===== config.mk =====
export PLATFORM = sky130hd
export DESIGN_NAME = data_sram_arb_flat
export DESIGN_NICKNAME = d
export VERILOG_FILES = /design/src/rtl/data_sram_arb_pkg.sv /design/src/rtl/data_sram_arb_if.sv /design/src/rtl/data_sram_arb_rsp_tag_pipe.sv /design/src/rtl/data_sram_arb.sv /design/src/flat_wrapper.sv
export SDC_FILE = /design/constraint.sdc
export NUM_CORES = 1
export LEC_CHECK = 0
export BUFFER_PORTS_ARGS = -buffer_cell sky130_fd_sc_hd__buf_2
export CORE_AREA = 5 5 118 120
export CTS_CLUSTER_SIZE = 24
export DETAILED_ROUTE_END_ITERATION = 6
export DIE_AREA = 0 0 123 125
export PLACE_DENSITY = 0.54
export SYNTH_ARGS = -nofsm -noshare
export SYNTH_HDL_FRONTEND = slang
export SYNTH_SLANG_ARGS = --single-unit

===== constraint.sdc =====
create_clock -name clk -period 2.22 [get_ports clk]
set_input_delay 0.222 -clock clk [delete_from_list [all_inputs] [get_ports clk]]
set_output_delay 0.222 -clock clk [all_outputs]
set_load 0.03 [all_outputs]

===== src/rtl/data_sram_arb_pkg.sv =====
// Shared types and defaults for the data SRAM arbiter.
// Latency: n/a (types and constants only).
// Backpressure: n/a.
package data_sram_arb_pkg;

    // Which requester owns an in-flight read.
    typedef enum logic {
        OWN_CPU = 1'b0,
        OWN_DBG = 1'b1
    } owner_e;

    // One slot of the response tag pipeline.
    typedef struct packed {
        logic   valid;
        owner_e owner;
    } rsp_tag_t;

    localparam int STARVE_MAX_DEF = 4;  // must fit the 3-bit starvation counter
    localparam int RD_LAT_DEF     = 1;  // legal range 1..3
    localparam int STARVE_W       = 3;

endpackage


===== src/rtl/data_sram_arb_if.sv =====
// Bundle of the CPU/debug request+response signals and the data SRAM port.
// Latency: n/a (wiring only).
// Backpressure: requesters hold their request until the matching *_req_ready.
// Modports: slave = the arbiter; master = its environment (both requesters
// and the SRAM read-data return).
interface data_sram_arb_if;

    logic        cpu_req_valid;
    logic [3:0]  cpu_req_we;
    logic [31:0] cpu_req_addr;
    logic [31:0] cpu_req_wdata;
    logic        cpu_req_ready;

    logic        dbg_req_valid;
    logic [3:0]  dbg_req_we;
    logic [31:0] dbg_req_addr;
    logic [31:0] dbg_req_wdata;
    logic        dbg_req_ready;

    logic        sram_en;
    logic [3:0]  sram_we;
    logic [31:0] sram_addr;
    logic [31:0] sram_wdata;
    logic [31:0] sram_rdata;

    logic        cpu_rsp_valid;
    logic [31:0] cpu_rsp_rdata;
    logic        dbg_rsp_valid;
    logic [31:0] dbg_rsp_rdata;

    logic        cpu_stall;

    modport slave (
        input  cpu_req_valid, cpu_req_we, cpu_req_addr, cpu_req_wdata,
        input  dbg_req_valid, dbg_req_we, dbg_req_addr, dbg_req_wdata,
        input  sram_rdata,
        output cpu_req_ready, dbg_req_ready,
        output sram_en, sram_we, sram_addr, sram_wdata,
        output cpu_rsp_valid, cpu_rsp_rdata, dbg_rsp_valid, dbg_rsp_rdata,
        output cpu_stall
    );

    modport master (
        output cpu_req_valid, cpu_req_we, cpu_req_addr, cpu_req_wdata,
        output dbg_req_valid, dbg_req_we, dbg_req_addr, dbg_req_wdata,
        output sram_rdata,
        input  cpu_req_ready, dbg_req_ready,
        input  sram_en, sram_we, sram_addr, sram_wdata,
        input  cpu_rsp_valid, cpu_rsp_rdata, dbg_rsp_valid, dbg_rsp_rdata,
        input  cpu_stall
    );

endinterface


===== src/rtl/data_sram_arb_rsp_tag_pipe.sv =====
// Delay line carrying the owner of each SRAM read until its data returns.
// Latency: RD_LAT cycles from push_tag to tail_tag.
// Backpressure: none; advances every cycle, one tag per cycle.
// Ports: clk, reset (sync, active-high), push_tag (tag for this cycle's
// SRAM access, invalid for writes/idle), tail_tag (tag aligned to sram_rdata).
module rsp_tag_pipe
    import data_sram_arb_pkg::*;
#(
    parameter int RD_LAT = RD_LAT_DEF
) (
    input  logic     clk,
    input  logic     reset,
    input  rsp_tag_t push_tag,
    output rsp_tag_t tail_tag
);

    rsp_tag_t slot [RD_LAT];

    // Clearing every slot on reset is what drops reads that were in flight.
    always_ff @(posedge clk) begin
        if (reset) begin
            for (int i = 0; i < RD_LAT; i++) begin
                slot[i] <= '0;
            end
        end else begin
            slot[0] <= push_tag;
            for (int i = 1; i < RD_LAT; i++) begin
                slot[i] <= slot[i-1];
            end
        end
    end

    assign tail_tag = slot[RD_LAT-1];

endmodule


===== src/rtl/data_sram_arb.sv =====
// Two-requester (CPU, debug) arbiter for a single-port data SRAM with
// starvation guard for debug and in-order read response steering.
// Latency: grant is combinational; read data returns RD_LAT cycles after grant.
// Backpressure: a denied requester sees *_req_ready low and must hold its
// request; the CPU additionally sees cpu_stall.
// Ports: clk, reset (sync, active-high), bus (data_sram_arb_if.slave).
module data_sram_arb
    import data_sram_arb_pkg::*;
#(
    parameter int STARVE_MAX = STARVE_MAX_DEF,
    parameter int RD_LAT     = RD_LAT_DEF
) (
    input  logic             clk,
    input  logic             reset,
    data_sram_arb_if.slave   bus
);

    localparam logic [STARVE_W-1:0] STARVE_LIM = STARVE_W'(STARVE_MAX);

    logic [STARVE_W-1:0] starve_cnt;
    logic                dbg_forced;
    logic                grant_cpu;
    logic                grant_dbg;
    rsp_tag_t            push_tag;
    rsp_tag_t            tail_tag;

    // Once debug has waited STARVE_MAX cycles it wins over the CPU.
    // Grants are masked during reset so nothing reaches the SRAM.
    assign dbg_forced = bus.dbg_req_valid && (starve_cnt == STARVE_LIM);
    assign grant_dbg  = !reset && bus.dbg_req_valid && (!bus.cpu_req_valid || dbg_forced);
    assign grant_cpu  = !reset && bus.cpu_req_valid && !dbg_forced;

    always_ff @(posedge clk) begin
        if (reset) begin
            starve_cnt <= '0;
        end else if (!bus.dbg_req_valid || grant_dbg) begin
            starve_cnt <= '0;
        end else if (starve_cnt != STARVE_LIM) begin
            starve_cnt <= starve_cnt + 1'b1;
        end
    end

    assign bus.cpu_req_ready = grant_cpu;
    assign bus.dbg_req_ready = grant_dbg;
    assign bus.cpu_stall     = !reset && bus.cpu_req_valid && !grant_cpu;

    assign bus.sram_en    = grant_cpu || grant_dbg;
    assign bus.sram_we    = grant_cpu ? bus.cpu_req_we :
                            grant_dbg ? bus.dbg_req_we : 4'h0;
    assign bus.sram_addr  = grant_dbg ? bus.dbg_req_addr  : bus.cpu_req_addr;
    assign bus.sram_wdata = grant_dbg ? bus.dbg_req_wdata : bus.cpu_req_wdata;

    // Only reads get a live tag; writes and idle cycles push a bubble.
    assign push_tag.valid = bus.sram_en && (bus.sram_we == 4'h0);
    assign push_tag.owner = grant_dbg ? OWN_DBG : OWN_CPU;

    rsp_tag_pipe #(
        .RD_LAT (RD_LAT)
    ) u_tag_pipe (
        .clk      (clk),
        .reset    (reset),
        .push_tag (push_tag),
        .tail_tag (tail_tag)
    );

    // Slot contents are still stale in the first reset cycle, so the
    // response side is masked by reset as well.
    assign bus.cpu_rsp_valid = !reset && tail_tag.valid && (tail_tag.owner == OWN_CPU);
    assign bus.dbg_rsp_valid = !reset && tail_tag.valid && (tail_tag.owner == OWN_DBG);
    assign bus.cpu_rsp_rdata = bus.cpu_rsp_valid ? bus.sram_rdata : 32'h0;
    assign bus.dbg_rsp_rdata = bus.dbg_rsp_valid ? bus.sram_rdata : 32'h0;

endmodule


===== src/flat_wrapper.sv =====
// flat-port wrapper written by rule: the top's interface ports become plain ports
module data_sram_arb_flat import data_sram_arb_pkg::*;
#(
    parameter int STARVE_MAX = STARVE_MAX_DEF,
    parameter int RD_LAT     = RD_LAT_DEF
)
  (clk, reset, bus_cpu_req_valid, bus_cpu_req_we, bus_cpu_req_addr, bus_cpu_req_wdata, bus_dbg_req_valid, bus_dbg_req_we, bus_dbg_req_addr, bus_dbg_req_wdata, bus_sram_rdata, bus_cpu_req_ready, bus_dbg_req_ready, bus_sram_en, bus_sram_we, bus_sram_addr, bus_sram_wdata, bus_cpu_rsp_valid, bus_cpu_rsp_rdata, bus_dbg_rsp_valid, bus_dbg_rsp_rdata, bus_cpu_stall);
  data_sram_arb_if bus_i ();
  input  logic clk;
  input  logic reset;
  input wire logic [$bits(bus_i.cpu_req_valid)-1:0] bus_cpu_req_valid;
  input wire logic [$bits(bus_i.cpu_req_we)-1:0] bus_cpu_req_we;
  input wire logic [$bits(bus_i.cpu_req_addr)-1:0] bus_cpu_req_addr;
  input wire logic [$bits(bus_i.cpu_req_wdata)-1:0] bus_cpu_req_wdata;
  input wire logic [$bits(bus_i.dbg_req_valid)-1:0] bus_dbg_req_valid;
  input wire logic [$bits(bus_i.dbg_req_we)-1:0] bus_dbg_req_we;
  input wire logic [$bits(bus_i.dbg_req_addr)-1:0] bus_dbg_req_addr;
  input wire logic [$bits(bus_i.dbg_req_wdata)-1:0] bus_dbg_req_wdata;
  input wire logic [$bits(bus_i.sram_rdata)-1:0] bus_sram_rdata;
  output wire logic [$bits(bus_i.cpu_req_ready)-1:0] bus_cpu_req_ready;
  output wire logic [$bits(bus_i.dbg_req_ready)-1:0] bus_dbg_req_ready;
  output wire logic [$bits(bus_i.sram_en)-1:0] bus_sram_en;
  output wire logic [$bits(bus_i.sram_we)-1:0] bus_sram_we;
  output wire logic [$bits(bus_i.sram_addr)-1:0] bus_sram_addr;
  output wire logic [$bits(bus_i.sram_wdata)-1:0] bus_sram_wdata;
  output wire logic [$bits(bus_i.cpu_rsp_valid)-1:0] bus_cpu_rsp_valid;
  output wire logic [$bits(bus_i.cpu_rsp_rdata)-1:0] bus_cpu_rsp_rdata;
  output wire logic [$bits(bus_i.dbg_rsp_valid)-1:0] bus_dbg_rsp_valid;
  output wire logic [$bits(bus_i.dbg_rsp_rdata)-1:0] bus_dbg_rsp_rdata;
  output wire logic [$bits(bus_i.cpu_stall)-1:0] bus_cpu_stall;
  assign bus_i.cpu_req_valid = bus_cpu_req_valid;
  assign bus_i.cpu_req_we = bus_cpu_req_we;
  assign bus_i.cpu_req_addr = bus_cpu_req_addr;
  assign bus_i.cpu_req_wdata = bus_cpu_req_wdata;
  assign bus_i.dbg_req_valid = bus_dbg_req_valid;
  assign bus_i.dbg_req_we = bus_dbg_req_we;
  assign bus_i.dbg_req_addr = bus_dbg_req_addr;
  assign bus_i.dbg_req_wdata = bus_dbg_req_wdata;
  assign bus_i.sram_rdata = bus_sram_rdata;
  assign bus_cpu_req_ready = bus_i.cpu_req_ready;
  assign bus_dbg_req_ready = bus_i.dbg_req_ready;
  assign bus_sram_en = bus_i.sram_en;
  assign bus_sram_we = bus_i.sram_we;
  assign bus_sram_addr = bus_i.sram_addr;
  assign bus_sram_wdata = bus_i.sram_wdata;
  assign bus_cpu_rsp_valid = bus_i.cpu_rsp_valid;
  assign bus_cpu_rsp_rdata = bus_i.cpu_rsp_rdata;
  assign bus_dbg_rsp_valid = bus_i.dbg_rsp_valid;
  assign bus_dbg_rsp_rdata = bus_i.dbg_rsp_rdata;
  assign bus_cpu_stall = bus_i.cpu_stall;
  data_sram_arb #(.STARVE_MAX(STARVE_MAX), .RD_LAT(RD_LAT)) u_core (.clk(clk), .reset(reset), .bus(bus_i));
endmodule

==> results.txt <==
Status: complete, no violations
Worst path slowest cell: sky130_fd_sc_hd__mux2_2
Switching portion of total power: 0.427
Count of placed standard cells in the final layout, fillers left out: 662
Pre-CTS worst setup slack: 0.280 ns
Final Hold Violating Endpoints: 0
Max-slew violation count: 0
Largest vdd supply drop: 0.000192 V
Detailed Routing Iterations Pass 1: 4
Share of the yosys chip area belonging to registers: 0.0634
Sw Pwr: 0.467 mW
Area growth from synthesis to final layout: 119%
Post-layout utilization of the core: 0.268
Fmax achieved: 464 MHz
Clock transition time at the flip-flop clock pins of the worst setup and hold paths: 0.03 ns
Number of maximum-capacitance constraint violations: 0
Final wirelength: 10400 µm
Starting density of the core: 0.123
Arrival time worst endpoint: 1.93 ns
Leftover overflow at the end of global routing: 0
Type of destination of the critical path: output port
P per Cell Area: 317 nW/µm²
List of cells traversed by the critical path: inv_1 > ha_2 > nand2_2 > a21oi_4 > buf_4 > buf_12 > mux2_2 > buf_2
Fin Hold WS: 0.266 ns
Worst-margin pin slew: 0.256 ns
GR Util met2: 0.214
Min Clock Period, post-route: 2.15 ns
Placed cell count: 652
Busiest layer in global routing: met2
Hold-fix buffers, CTS: 0
Clock power frac: 0.269
Synthesized flop and latch total: 5
Final worst-path setup slack: 0.0652 ns
Number of sinks driven by the clock tree: 5
Buffering stage count on the worst path with inverters included: 4
Worst Path Max Fanout: 17
Count of different cell masters after synthesis: 25
X dimension of the die: 123 µm
Share of power burned in registers: 0.087
RSZ-0062 raised after global routing: yes
Worst r2r path cells: 7
Share of the cycle needed by the critical path after routing: 0.971
Number of DRC violations after detailed routing: 0
IO Count: 310
Max stage delay on crit path: 0.36 ns
Global Route met3 Usage: 0.0492
Leakage power total: 2.01 nW
Net count, final: 660
Gate count of the mapped netlist: 177
Floorplan core area: 12900 µm²
Routed len/inst: 15.7 µm
Port bufs: 309
Synthesized net count: 351
Antenna Nets Post-Route: 0
Drt initial violations: 30
Maximum clock path buffer count: 2
Kind of critical path: register to output port
HPWL after DPL: 9100 µm
Count of warnings emitted by yosys: 0
Setup total negative slack: 0 ns
TritonCTS clock tree: built
Die Area: 15400 µm²
Vias after detailed routing: 2488
Number of failing setup endpoints in the final timing report: 0
Worst slew margin: 0.829
Antenna violations before repair: 2
Global router's overall resource usage: 0.118
Global-route wire length before repair: 14100 µm
Worst hold-check path type: input port to register
Via count of the first global-routing pass: 2507
Combinational power share: 0.644
Post-synth design cell area: 1580 µm²
Mean instance size in the synthesized netlist: 8.92 µm²
Root Driver: sky130_fd_sc_hd__clkbuf_16
TritonCTS buffer count: 3
Final Skew: 0.000749 ns
Met1 routing resource usage after global routing: 0.127
CP Launch Type: register
Maximum level of the CTS H-tree: 1
Ratio of cells with drive above 1 in the final layout: 0.804
Depth of the worst hold-timing path: 2
Site Rows: 42
Levels on crit path: 8
Family with the most delay on the worst path: buffers and inverters
Floorplan die height: 125 µm
Data required time at the worst endpoint: 2.00 ns
Average via count per standard cell: 3.76
Int Pwr: 0.628 mW
Clk_lat worst skew: 0.23 ns
Global placer's final weighted congestion: 0.834
Pin count of the biggest net entering global routing: 38
# fillers: 1419
[layout make-up]
class / count / area [µm²] / share of cell area
diodes: 1 / 2.50 / 0.000724
clock buffers: 4 / 78.8 / 0.0228
inverters: 3 / 11.3 / 0.00326
multi-input cells: 155 / 1370 / 0.396
flip-flops and latches: 5 / 100 / 0.0290
well taps: 176 / 220 / 0.0637
repair buffers: 318 / 1670 / 0.484
[registers in the layout (all words and copies together) (netlist names)]
name,count
u_core.u_tag_pipe.slot,2
u_core.starve_cnt,3
[power groups by stage]
stage               clock network [mW]  logic [mW]  registers [mW]
finish                           0.295       0.705          0.0951
global route                     0.306       0.751          0.0956
CTS                              0.300       0.703          0.0951
detailed placement                   0       0.699          0.0963
global placement                     0       0.702          0.0962
floorplan                            0       0.407          0.0959
[layout by cell type, fill, tap and decap left out, types with 2 or more instances in the layout]
cell / synthesis / routed
sky130_fd_sc_hd__mux2_2: 54 / 54
sky130_fd_sc_hd__nor2_1: 4 / 4
sky130_fd_sc_hd__buf_12: 0 / 2
sky130_fd_sc_hd__buf_4: 0 / 5
sky130_fd_sc_hd__inv_1: 3 / 3
sky130_fd_sc_hd__mux2_4: 10 / 10
sky130_fd_sc_hd__or4_1: 2 / 2
sky130_fd_sc_hd__and2_1: 65 / 65
sky130_fd_sc_hd__a22o_1: 4 / 4
sky130_fd_sc_hd__buf_2: 1 / 309
sky130_fd_sc_hd__dfxtp_1: 5 / 5
sky130_fd_sc_hd__clkbuf_16: 0 / 5
[through the flow]
stage / cell area [µm²] / total power [mW]
floorplan: 1580 / 0.502
global placement: 3300 / 0.799
detailed placement: 3300 / 0.795
CTS: 3380 / 1.10
global route: 3460 / 1.15
finish: 3460 / 1.10
[synth_stat cells]
master | n | area (µm²)
sky130_fd_sc_hd__inv_1 | 3 | 11.3
sky130_fd_sc_hd__nand2b_1 | 1 | 6.26
sky130_fd_sc_hd__mux2_4 | 10 | 150
sky130_fd_sc_hd__nand2_2 | 1 | 6.26
sky130_fd_sc_hd__a221oi_1 | 1 | 8.76
sky130_fd_sc_hd__buf_6 | 7 | 78.8
sky130_fd_sc_hd__and4_1 | 1 | 8.76
sky130_fd_sc_hd__or4_1 | 2 | 15.0
sky130_fd_sc_hd__and2_1 | 65 | 407
sky130_fd_sc_hd__mux2_2 | 54 | 608
sky130_fd_sc_hd__nand3_1 | 1 | 5.00
sky130_fd_sc_hd__nor2b_1 | 1 | 6.26
sky130_fd_sc_hd__nor2_1 | 4 | 15.0
sky130_fd_sc_hd__nor3b_1 | 2 | 15.0
sky130_fd_sc_hd__mux2i_1 | 1 | 10.0
sky130_fd_sc_hd__or2_2 | 1 | 6.26
sky130_fd_sc_hd__buf_2 | 1 | 5.00
sky130_fd_sc_hd__nand2_1 | 1 | 3.75
sky130_fd_sc_hd__clkbuf_1 | 6 | 22.5
sky130_fd_sc_hd__a22o_1 | 4 | 35.0
sky130_fd_sc_hd__a21oi_1 | 1 | 5.00
sky130_fd_sc_hd__ha_1 | 2 | 25.0
sky130_fd_sc_hd__and3b_1 | 1 | 8.76
sky130_fd_sc_hd__a21oi_4 | 1 | 16.3
sky130_fd_sc_hd__dfxtp_1 | 5 | 100
[final timing paths]
kind,to,start,slack (ns)
hold reg to reg,u_core.starve_cnt[0]$_SDFFE_PP0P_,u_core.starve_cnt[0]$_SDFFE_PP0P_,0.46
setup reg to reg,u_core.u_tag_pipe.slot[0][1]$_SDFF_PP0_,u_core.starve_cnt[0]$_SDFFE_PP0P_,0.70
hold / removal,u_core.u_tag_pipe.slot[0][0]$_SDFF_PP0_,bus_cpu_req_valid,0.27
setup / recovery,bus_sram_addr[25],u_core.starve_cnt[0]$_SDFFE_PP0P_,0.07
[cells by family after synthesis]
family,after synthesis,synth area share
AOI/OAI and AO/OA,7,0.0412
adders and majority gates,2,0.0158
buffers and inverters,17,0.0745
DFF,5,0.0634
muxes,65,0.487
and+or+nand+nor,81,0.319
[worst reg2reg max path, delay by kind of cell (launching register included)]
kind	cells	cell delay, ns
AO/OA/AOI/OAI	2	0.37
adder cells (fa/ha/maj)	1	0.19
flip-flops	1	0.34
buffers and inverters	3	0.39
AND/OR/NAND/NOR	1	0.12
[metal layers]
metal  vias up  wire (µm)
met5         -         13
met4         2        105
met3         6       1540
met2       190       5040
met1      1061       3690
li1       1229          -
[repair_timing]
action,in CTS,in global routing
endpoints found under the setup margin,0,56
setup buffers,0,3
resized for setup,0,1
Power figures use the tool's default switching activity.
